`src/rtl/piso_pkg.sv`:
```
// Shared constants and state type for the 8-bit parallel-in/serial-out serializer.
package piso_pkg;

    localparam int unsigned SEL_W         = 3;
    localparam int unsigned BITS_PER_WORD = 8;

    localparam logic [SEL_W-1:0] LAST_CNT      = 3'd7;
    localparam logic [SEL_W-1:0] START_IDX_LSB = 3'd0;
    localparam logic [SEL_W-1:0] START_IDX_MSB = 3'd7;

    typedef enum logic {
        IDLE  = 1'b0,
        SHIFT = 1'b1
    } state_e;

    function automatic logic [SEL_W-1:0] start_idx(input bit lsb_first);
        return lsb_first ? START_IDX_LSB : START_IDX_MSB;
    endfunction

endpackage

```
`src/rtl/piso_index_ctr.sv`:
```
// Beat counter and bit-select index for the serializer; loads on word accept,
// steps on each output beat and stops at the last bit without wrapping.
module piso_index_ctr
    import piso_pkg::*;
#(
    parameter bit LSB_FIRST = 1'b1
) (
    input  logic             clk,
    input  logic             rst,
    input  logic             load,
    input  logic             step,
    input  logic             active,
    output logic [SEL_W-1:0] cnt,
    output logic [SEL_W-1:0] sel,
    output logic             first,
    output logic             last
);

    logic [SEL_W-1:0] cnt_q, cnt_d;
    logic [SEL_W-1:0] sel_q, sel_d;

    always_comb begin
        cnt_d = cnt_q;
        sel_d = sel_q;
        if (load) begin
            cnt_d = '0;
            sel_d = start_idx(LSB_FIRST);
        end else if (step && (cnt_q != LAST_CNT)) begin
            cnt_d = cnt_q + 3'd1;
            sel_d = LSB_FIRST ? (sel_q + 3'd1) : (sel_q - 3'd1);
        end
    end

    always_ff @(posedge clk) begin
        if (rst) begin
            cnt_q <= '0;
            sel_q <= start_idx(LSB_FIRST);
        end else begin
            cnt_q <= cnt_d;
            sel_q <= sel_d;
        end
    end

    assign cnt   = cnt_q;
    assign sel   = sel_q;
    assign first = active & (cnt_q == '0);
    assign last  = active & (cnt_q == LAST_CNT);

endmodule

```
`src/rtl/piso_serializer_8b.sv`:
```
// 8-bit parallel-in/serial-out stage: holds an accepted word and presents one
// selected bit per beat with valid/ready flow control and first/last framing.
module piso_serializer_8b
    import piso_pkg::*;
#(
    parameter int unsigned DATA_W    = 8,
    parameter bit          LSB_FIRST = 1'b1
) (
    input  logic              clk,
    input  logic              rst,
    input  logic [DATA_W-1:0] in_data,
    input  logic              in_valid,
    output logic              in_ready,
    output logic              ser_bit,
    output logic              ser_valid,
    input  logic              ser_ready,
    output logic              ser_first,
    output logic              ser_last,
    output logic [SEL_W-1:0]  sel,
    output logic              busy
);

    state_e            state_q, state_d;
    logic [DATA_W-1:0] word_q, word_d;
    logic [SEL_W-1:0]  cnt;
    logic              accept;
    logic              beat;
    logic              at_last;

    assign at_last = (cnt == LAST_CNT);

    // Ready also opens on the final beat so the next word follows with no bubble.
    assign in_ready  = ~rst & ((state_q == IDLE) | ((state_q == SHIFT) & at_last & ser_ready));
    assign accept    = in_valid & in_ready;
    assign ser_valid = (state_q == SHIFT);
    assign beat      = ser_valid & ser_ready;
    assign busy      = (state_q == SHIFT);
    assign ser_bit   = word_q[sel];

    always_comb begin
        state_d = state_q;
        word_d  = word_q;
        if (accept) begin
            state_d = SHIFT;
            word_d  = in_data;
        end else if (beat && at_last) begin
            state_d = IDLE;
        end
    end

    always_ff @(posedge clk) begin
        if (rst) begin
            state_q <= IDLE;
            word_q  <= '0;
        end else begin
            state_q <= state_d;
            word_q  <= word_d;
        end
    end

    piso_index_ctr #(
        .LSB_FIRST (LSB_FIRST)
    ) u_index_ctr (
        .clk    (clk),
        .rst    (rst),
        .load   (accept),
        .step   (beat),
        .active (ser_valid),
        .cnt    (cnt),
        .sel    (sel),
        .first  (ser_first),
        .last   (ser_last)
    );

endmodule

```
`config.mk`:
```
export PLATFORM = sky130hd
export DESIGN_NAME = piso_serializer_8b
export DESIGN_NICKNAME = d
export VERILOG_FILES = /design/src/rtl/piso_pkg.sv /design/src/rtl/piso_index_ctr.sv /design/src/rtl/piso_serializer_8b.sv
export SDC_FILE = /design/constraint.sdc
export NUM_CORES = 1
export LEC_CHECK = 0
export CAP_MARGIN = 20
export CELL_PAD_IN_SITES_DETAIL_PLACEMENT = 0
export CELL_PAD_IN_SITES_GLOBAL_PLACEMENT = 1
export CORE_UTILIZATION = 35
export DETAILED_ROUTE_END_ITERATION = 10
export GPL_ROUTABILITY_DRIVEN = 1
export PLACE_DENSITY_LB_ADDON = 0.15
export SYNTH_ARGS = -nofsm -noshare
export SYNTH_HDL_FRONTEND = slang
export SYNTH_SLANG_ARGS = --single-unit
```
`constraint.sdc`:
```
create_clock -name clk -period 4.3 [get_ports clk]
set_input_delay 0.43 -clock clk [delete_from_list [all_inputs] [get_ports clk]]
set_output_delay 0.43 -clock clk [all_outputs]
set_load 0.02 [all_outputs]
```
==> metrics.txt, run 1 <==
status complete, no violations; worst skew pair latency 0.28 ns; #FFs+latches synth 15; CP cell instances mux4_1, mux2_2, clkdlybuf4s50_1; final setup fails 0; via/cell ratio about 4.5; Fmax achieved 393.2 MHz; Hold Path Sink u_index_ctr.cnt[1]$_SDFFE_PP0P_; DR pass1 iterations 2; CP delay by family, top multiplexers; Hold Vio Cnt, Final 0; nets@finish 105; Clk pwr share 0.277; power per cell area 278.9 mW/mm^2; effective utilization at floorplan 0.3750; GRT Total Usage 0.1292; CTS Buf Count 3; VDD IR max 0.2615 mV; Hold-fix buffers, CTS 0; Synth area leaders dfxtp_1 (40%), mux2_2 (14%), mux4_1 (7.1%); Setup Buffers After CTS 0; GRT overflow 0; logic gate share of total power 0.179; Int Pwr 211.7 uW; Worst-Margin Slew 0.4881 ns; leakage ~0.43 nW; hold_ws 0.5398 ns; crit end category output pin; Worst Hold Launch u_index_ctr.cnt[1]$_SDFFE_PP0P_; Synth top area share 0.4040; slowest stage delay, CP 0.57 ns; fraction of layout cells with a size suffix above 1 0.1591; Buf+Inv Stages, Crit Path 1; Net Sw Power 64.93 uW; crit path time final 2.543 ns; Arr. time, crit path 2.11 ns; DR WL/cell 10.78 microns; Fin Setup TNS 0 ns; startpoint types flip-flop; Max-cap violations 0; Sw Share 0.2347; drt first-iter violations 1; WHS Path Cells 2; vias in the first global route 462; EDFF count, synth 0; Main synth FF type dfxtp_1; critical path class reg2out; ANT cells 0; Register-to-Register Path Depth 5; Die Y 48.08 microns; Min-Delay Path Class reg2reg; Routability Congestion between 0.6 and 0.7; area grow syn2layout 33.50%; most frequent cells after synthesis dfxtp_1 (15), nor2_1 (10), mux2_2 (9); r2r setup slk 2.64 ns; Cells after Synth 66; largest net degree at the start of global routing 13; final max-slew violation count 0; H-tree depth 1; post-synthesis sequential area ratio 0.4040; sequential power share 0.544; PostCTS Resize Cnt 0; Post-DRT Antenna Nets 0; Tcrit/Tclk final 0.5914; reg-to-reg endpoint word_q[5]$_SDFFE_PP0P_; Core ar. 0.001982 sq mm; Clock Pin Slew Worst Setup and Hold Paths 0.09 ns; first-pass GRT wire length 1.938 mm; most numerous cell in the Yosys netlist dfxtp_1; Worst R2R Start u_index_ctr.cnt[1]$_SDFFE_PP0P_; DR vias 517; Avg Cell Area, Syn ~11 sq um; Synth cell types 20; DRT Wirelength 1.240 mm; max_slew headroom 0.6739; CTS sink cnt 15; Ports 21; CP required between 3 and 4 ns; initial antenna violation count 0; DIE WIDTH 48.08 microns; synthesized cell area 743.2 sq um; Synthesized Nets 82; final worst clock skew 0.009937 ns; DRC Markers 0; unrepaired setup endpoints after global routing no; ys async rst share 0; final non-filler cell area 992.2 sq um; Max stage delay cell, worst path mux4_1; biggest area consumer among synthesized cells dfxtp_1; Clk Tree Root Cell clkbuf_4; placed cell areas around 970 sq um; CTS Buffer Depth 2; die area 0.002312 sq mm; Port Buffers 20; Row Count 16; maximum fanout along the worst path 5; Ys Warns 0; Post-DP HPWL 989.9 microns; CTS tree yes
==> per-stage QoR <==
step	setup slack, ns	std cells	util	total power, mW
after global routing	1.695	115	0.5006	0.2934
after global placement	2.017	111	0.4874	0.2030
after CTS	1.731	115	0.5006	0.2829
after floorplan	2.463	66	-	0.1815
after detailed placement	2.024	111	0.4874	0.2038
final	1.757	115	0.5006	0.2767
==> kinds of logic (layout without fill, tap and decap cells) <==
| kind of cell | after synthesis | after routing | share of synthesized area |
|---|---|---|---|
| AO/OA/AOI/OAI | 2 | 2 | 0.03536 |
| flip-flops | 15 | 15 | 0.4040 |
| multiplexers | 14 | 14 | 0.2475 |
| AND/OR/NAND/NOR | 23 | 23 | 0.1802 |
| buffers and inverters | 5 | 27 | 0.03030 |
| XOR/XNOR | 3 | 3 | 0.03536 |
| adder cells (fa/ha/maj) | 4 | 4 | 0.06734 |
==> registers in the layout, indices dropped and copies added, names as in the netlist <==
signal	count
word_q	8
u_index_ctr.sel	3
u_index_ctr.cnt	3
busy	1
==> power by group through the flow <==
stage	clock network [mW]	registers [mW]	logic, mW
after floorplan	0	0.154	0.0277
after global placement	0	0.154	0.0492
after detailed placement	0	0.154	0.0500
after CTS	0.0820	0.151	0.0503
after global routing	0.0882	0.152	0.0535
final	0.0767	0.151	0.0494
==> how the worst max path moves through the flow <==
| stage | start | depth (start not counted) | endpoint |
|---|---|---|---|
| after detailed placement | rst | 3 | in_ready |
| after CTS | u_index_ctr.sel[0]$_SDFFE_PP0P_ | 3 | ser_bit |
| after global routing | u_index_ctr.sel[0]$_SDFFE_PP0P_ | 3 | ser_bit |
| after global placement | rst | 3 | in_ready |
| after floorplan | u_index_ctr.sel[0]$_SDFFE_PP0P_ | 2 | ser_bit |
| final | u_index_ctr.sel[0]$_SDFFE_PP0P_ | 3 | ser_bit |
==> layer usage <==
layer	part of all wire	vias to the layer above	wire length [microns]	GRT usage
li1	-	269	-	-
met1	0.48	230	594	0.1484
met2	0.46	16	571	0.2027
met4	0.0097	0	12	0.05000
met5	0	-	0	0
met3	0.049	2	61	0.06792
==> worst min-delay path, cell delays in order, from the launching register on <==
cell and delay (ns):
dfxtp_1 0.36, mux2i_1 0.08, nor2_1 0.07
==> cell type report <==
class	instances	area [sq um]
fillers	184	989.7
repair buffers	20	200.2
clock buffers	4	26.28
inverters	3	11.26
flip-flops and latches	15	300.3
well taps	27	33.78
multi-input cells	46	420.4
==> layout by cell type, fill, tap and decap left out, types with 3 or more instances in the layout <==
cell type        instances
nor2b_1                  5
inv_1                    3
clkbuf_4                 3
and2b_1                  3
mux2i_1                  3
nor2_1                  10
mux2_2                   9
ha_1                     4
dfxtp_1                 15
clkdlybuf4s50_1         20
(Power assumes the default switching activity.)
==> inputs of run 2 (changes only) <==
--- a/config.mk
+++ b/config.mk
@@ -8,7 +8,7 @@
 export CAP_MARGIN = 20
 export CELL_PAD_IN_SITES_DETAIL_PLACEMENT = 0
 export CELL_PAD_IN_SITES_GLOBAL_PLACEMENT = 1
-export CORE_UTILIZATION = 35
+export CORE_UTILIZATION = 31
 export DETAILED_ROUTE_END_ITERATION = 10
 export GPL_ROUTABILITY_DRIVEN = 1
 export PLACE_DENSITY_LB_ADDON = 0.15
==> constraint.sdc (replaced) <==
create_clock -name clk -period 2.3 [get_ports clk]
set_input_delay 0.23 -clock clk [delete_from_list [all_inputs] [get_ports clk]]
set_output_delay 0.23 -clock clk [all_outputs]
set_load 0.02 [all_outputs]
==> run 2 against run 1 <==
Compared with the run above:
- via count is 6.4% higher
- sequential power is 87% higher
- global-route usage decreased by 0.71 points
- die area grew 12%
- core utilization shrank 5.2 points
- largest cell class unchanged
- clock power up 98%
- hold slack worse by 0.0027 ns
- sequential share of layout area shrank 0.14 points
- final cell count up 1.7%
- flip-flop and latch count stayed put
==> metrics.txt, run 2 (synthesized netlist as in run 1, its figures left out) <==
status complete, no violations; most flop-heavy register word_q; CP required 2.07 ns (-1.80 ns); die area 0.002597 sq mm (+12%); Core ar. 0.002233 sq mm (+13%); CTS Buffer Depth 2 (unchanged); DR WL/cell 11.46 microns (+6.3%); final worst clock skew 0.002281 ns (-0.007656 ns); power consumption 526.7 uW (+90%); Post-DRT Antenna Nets 0 (unchanged); CP cell instances ha_1, ha_1, a21boi_4, nor2_1, clkdlybuf4s50_1; Routability Congestion 0.6419 (+2.5%); DR pass1 iterations 4 (+2); Clk Tree Root Cell clkbuf_4; Placed Cells 113 (+1.8%); commonest non-fill, non-tap cell in the layout clkdlybuf4s50_1; Levels on crit path 5 (+2); slowest stage delay, CP 0.53 ns (-0.04 ns); DRT Wirelength 1.341 mm (+8.1%); multi-input logic area 420.4 sq um (unchanged); leading cell types in the layout, fill and taps excluded clkdlybuf4s50_1 (19), dfxtp_1 (14), nor2_1 (10), mux2_2 (9), nor2b_1 (5); CP delay by family, top buffers and inverters; final max-slew violation count 0 (unchanged); Final Core Density 0.4482 (-0.05245); placed cell areas 974.7 sq um (+0.91%); WHS Path Cells 2 (unchanged); GRT Total Usage 0.1220 (-0.007129); Max-cap violations 0 (unchanged); sequential power share 0.535 (-0.009); Post-DP HPWL 1.018 mm (+2.8%); H-tree depth 1 (unchanged); setup ws final 0.2188 ns (-1.538 ns); Min-Delay Path Class in2reg; effective utilization at floorplan 0.3328 (-0.04223); DIE WIDTH 50.97 microns (+6.0%); final non-filler cell area 0.001001 sq mm (+0.88%); Fmax achieved 480.5 MHz; CTS sink cnt 15 (unchanged); logic gate share of total power 0.176 (-0.003); Sequential Area 301.5 sq um (+0.42%); vias in the first global route 520 (+13%); Int Pwr 396.6 uW (+87%); Die Y 50.97 microns (+6.0%); Buf+Inv Stages, Crit Path 1 (unchanged); first-pass GRT wire length 2.270 mm (+17%); Tcrit/Tclk final 0.9049; CTS Buf Count 3 (unchanged); Max stage delay cell, worst path clkdlybuf4s50_1; via/cell ratio 4.701 (+4.6%); power per cell area 526.2 mW/mm^2 (+89%); final setup fails 0 (unchanged); Fin Setup TNS 0 ns (unchanged); Row Count 17 (+1); Port Buffers 20 (unchanged); worst skew pair latency 0.29 ns (about the same); nets@finish 106 (+0.95%); initial antenna violation count 0 (unchanged); Worst-Margin Slew 0.4644 ns (-0.02369 ns); VDD IR max 0.4340 mV (+66%); leakage 0.4404 nW (+2.1%); Sw Share 0.2470 (+0.01226); Register-to-Register Path Depth 5 (unchanged); Ports 21 (unchanged); FILL cells 228 (+24%); Hold Vio Cnt, Final 0 (unchanged); CP most frequent cell ha_1; Clock Pin Slew Worst Setup and Hold Paths 0.08 ns (about the same); CTS tree yes; Arr. time, crit path 1.85 ns (-0.26 ns); GRT overflow 0 (unchanged); Net Sw Power 130.1 uW (+100%); Clk pwr share 0.289 (+0.012); max_slew headroom 0.6898 (+0.01583); DR vias 550 (+6.4%); DRC Markers 0 (unchanged); crit path time final around 2.1 ns; critical path class reg2out; maximum fanout along the worst path 4 (-1); startpoint types flip-flop; fraction of layout cells with a size suffix above 1 0.1798 (+0.02068); Post-Layout Cell Count 117 (+1.7%); crit end category output pin; max FFs per register 8 (unchanged); dpl ws 0.2506 ns (-1.774 ns); ANT cells 0 (unchanged); hold_ws 0.5371 ns (-0.002729 ns); largest net degree at the start of global routing 10 (-3); drt first-iter violations 2 (+1); Hold-fix buffers, CTS 0 (unchanged); area grow syn2layout 34.68%; unrepaired setup endpoints after global routing no
-- run 2: final cells by class --
cell class | count | area share
repair buffers | 21 | 0.2063
well taps | 28 | 0.03500
inverters | 3 | 0.01125
clock buffers | 4 | 0.02625
flip-flops and latches | 15 | 0.3012
multi-input cells | 46 | 0.4200
-- run 2: path summary, 6_finish.rpt --
path | start | end | slack [ns]
setup / recovery | u_index_ctr.cnt[1]$_SDFFE_PP0P_ | in_ready | 0.22
hold / removal | in_data[3] | word_q[3]$_SDFFE_PP0P_ | 0.54
setup reg to reg | u_index_ctr.cnt[1]$_SDFFE_PP0P_ | word_q[2]$_SDFFE_PP0P_ | 0.61
hold reg to reg | u_index_ctr.cnt[1]$_SDFFE_PP0P_ | u_index_ctr.cnt[1]$_SDFFE_PP0P_ | 0.54
-- run 2: power by group through the flow --
stage / Sequential (mW) / Clock, mW / Combinational (mW)
floorplan: 0.287 / 0 / 0.0518
global placement: 0.288 / 0 / 0.0939
detailed placement: 0.288 / 0 / 0.0953
CTS: 0.282 / 0.161 / 0.0946
global route: 0.284 / 0.173 / 0.101
finish: 0.282 / 0.152 / 0.0927
-- run 2: worst reg2reg max path: stages (launching register included) --
cell and delay, ns:
dfxtp_1 0.36, ha_1 0.16, ha_1 0.24, a21boi_4 0.10
nor3_4 0.35, mux2_2 0.39
-- run 2: per-layer routing --
metal  global-route usage  wire (microns)  up-vias
met3              0.04762              75        3
met4              0.05556              20        0
met5                    0               0        -
met1               0.1277             548      262
li1                     -               -      272
met2               0.2127             697       13
-- run 2: repair_timing --
action | in CTS | in global routing
buffers inserted | 0 | 0
gates resized for setup | 2 | 0
endpoints found under the setup margin | 1 | 0
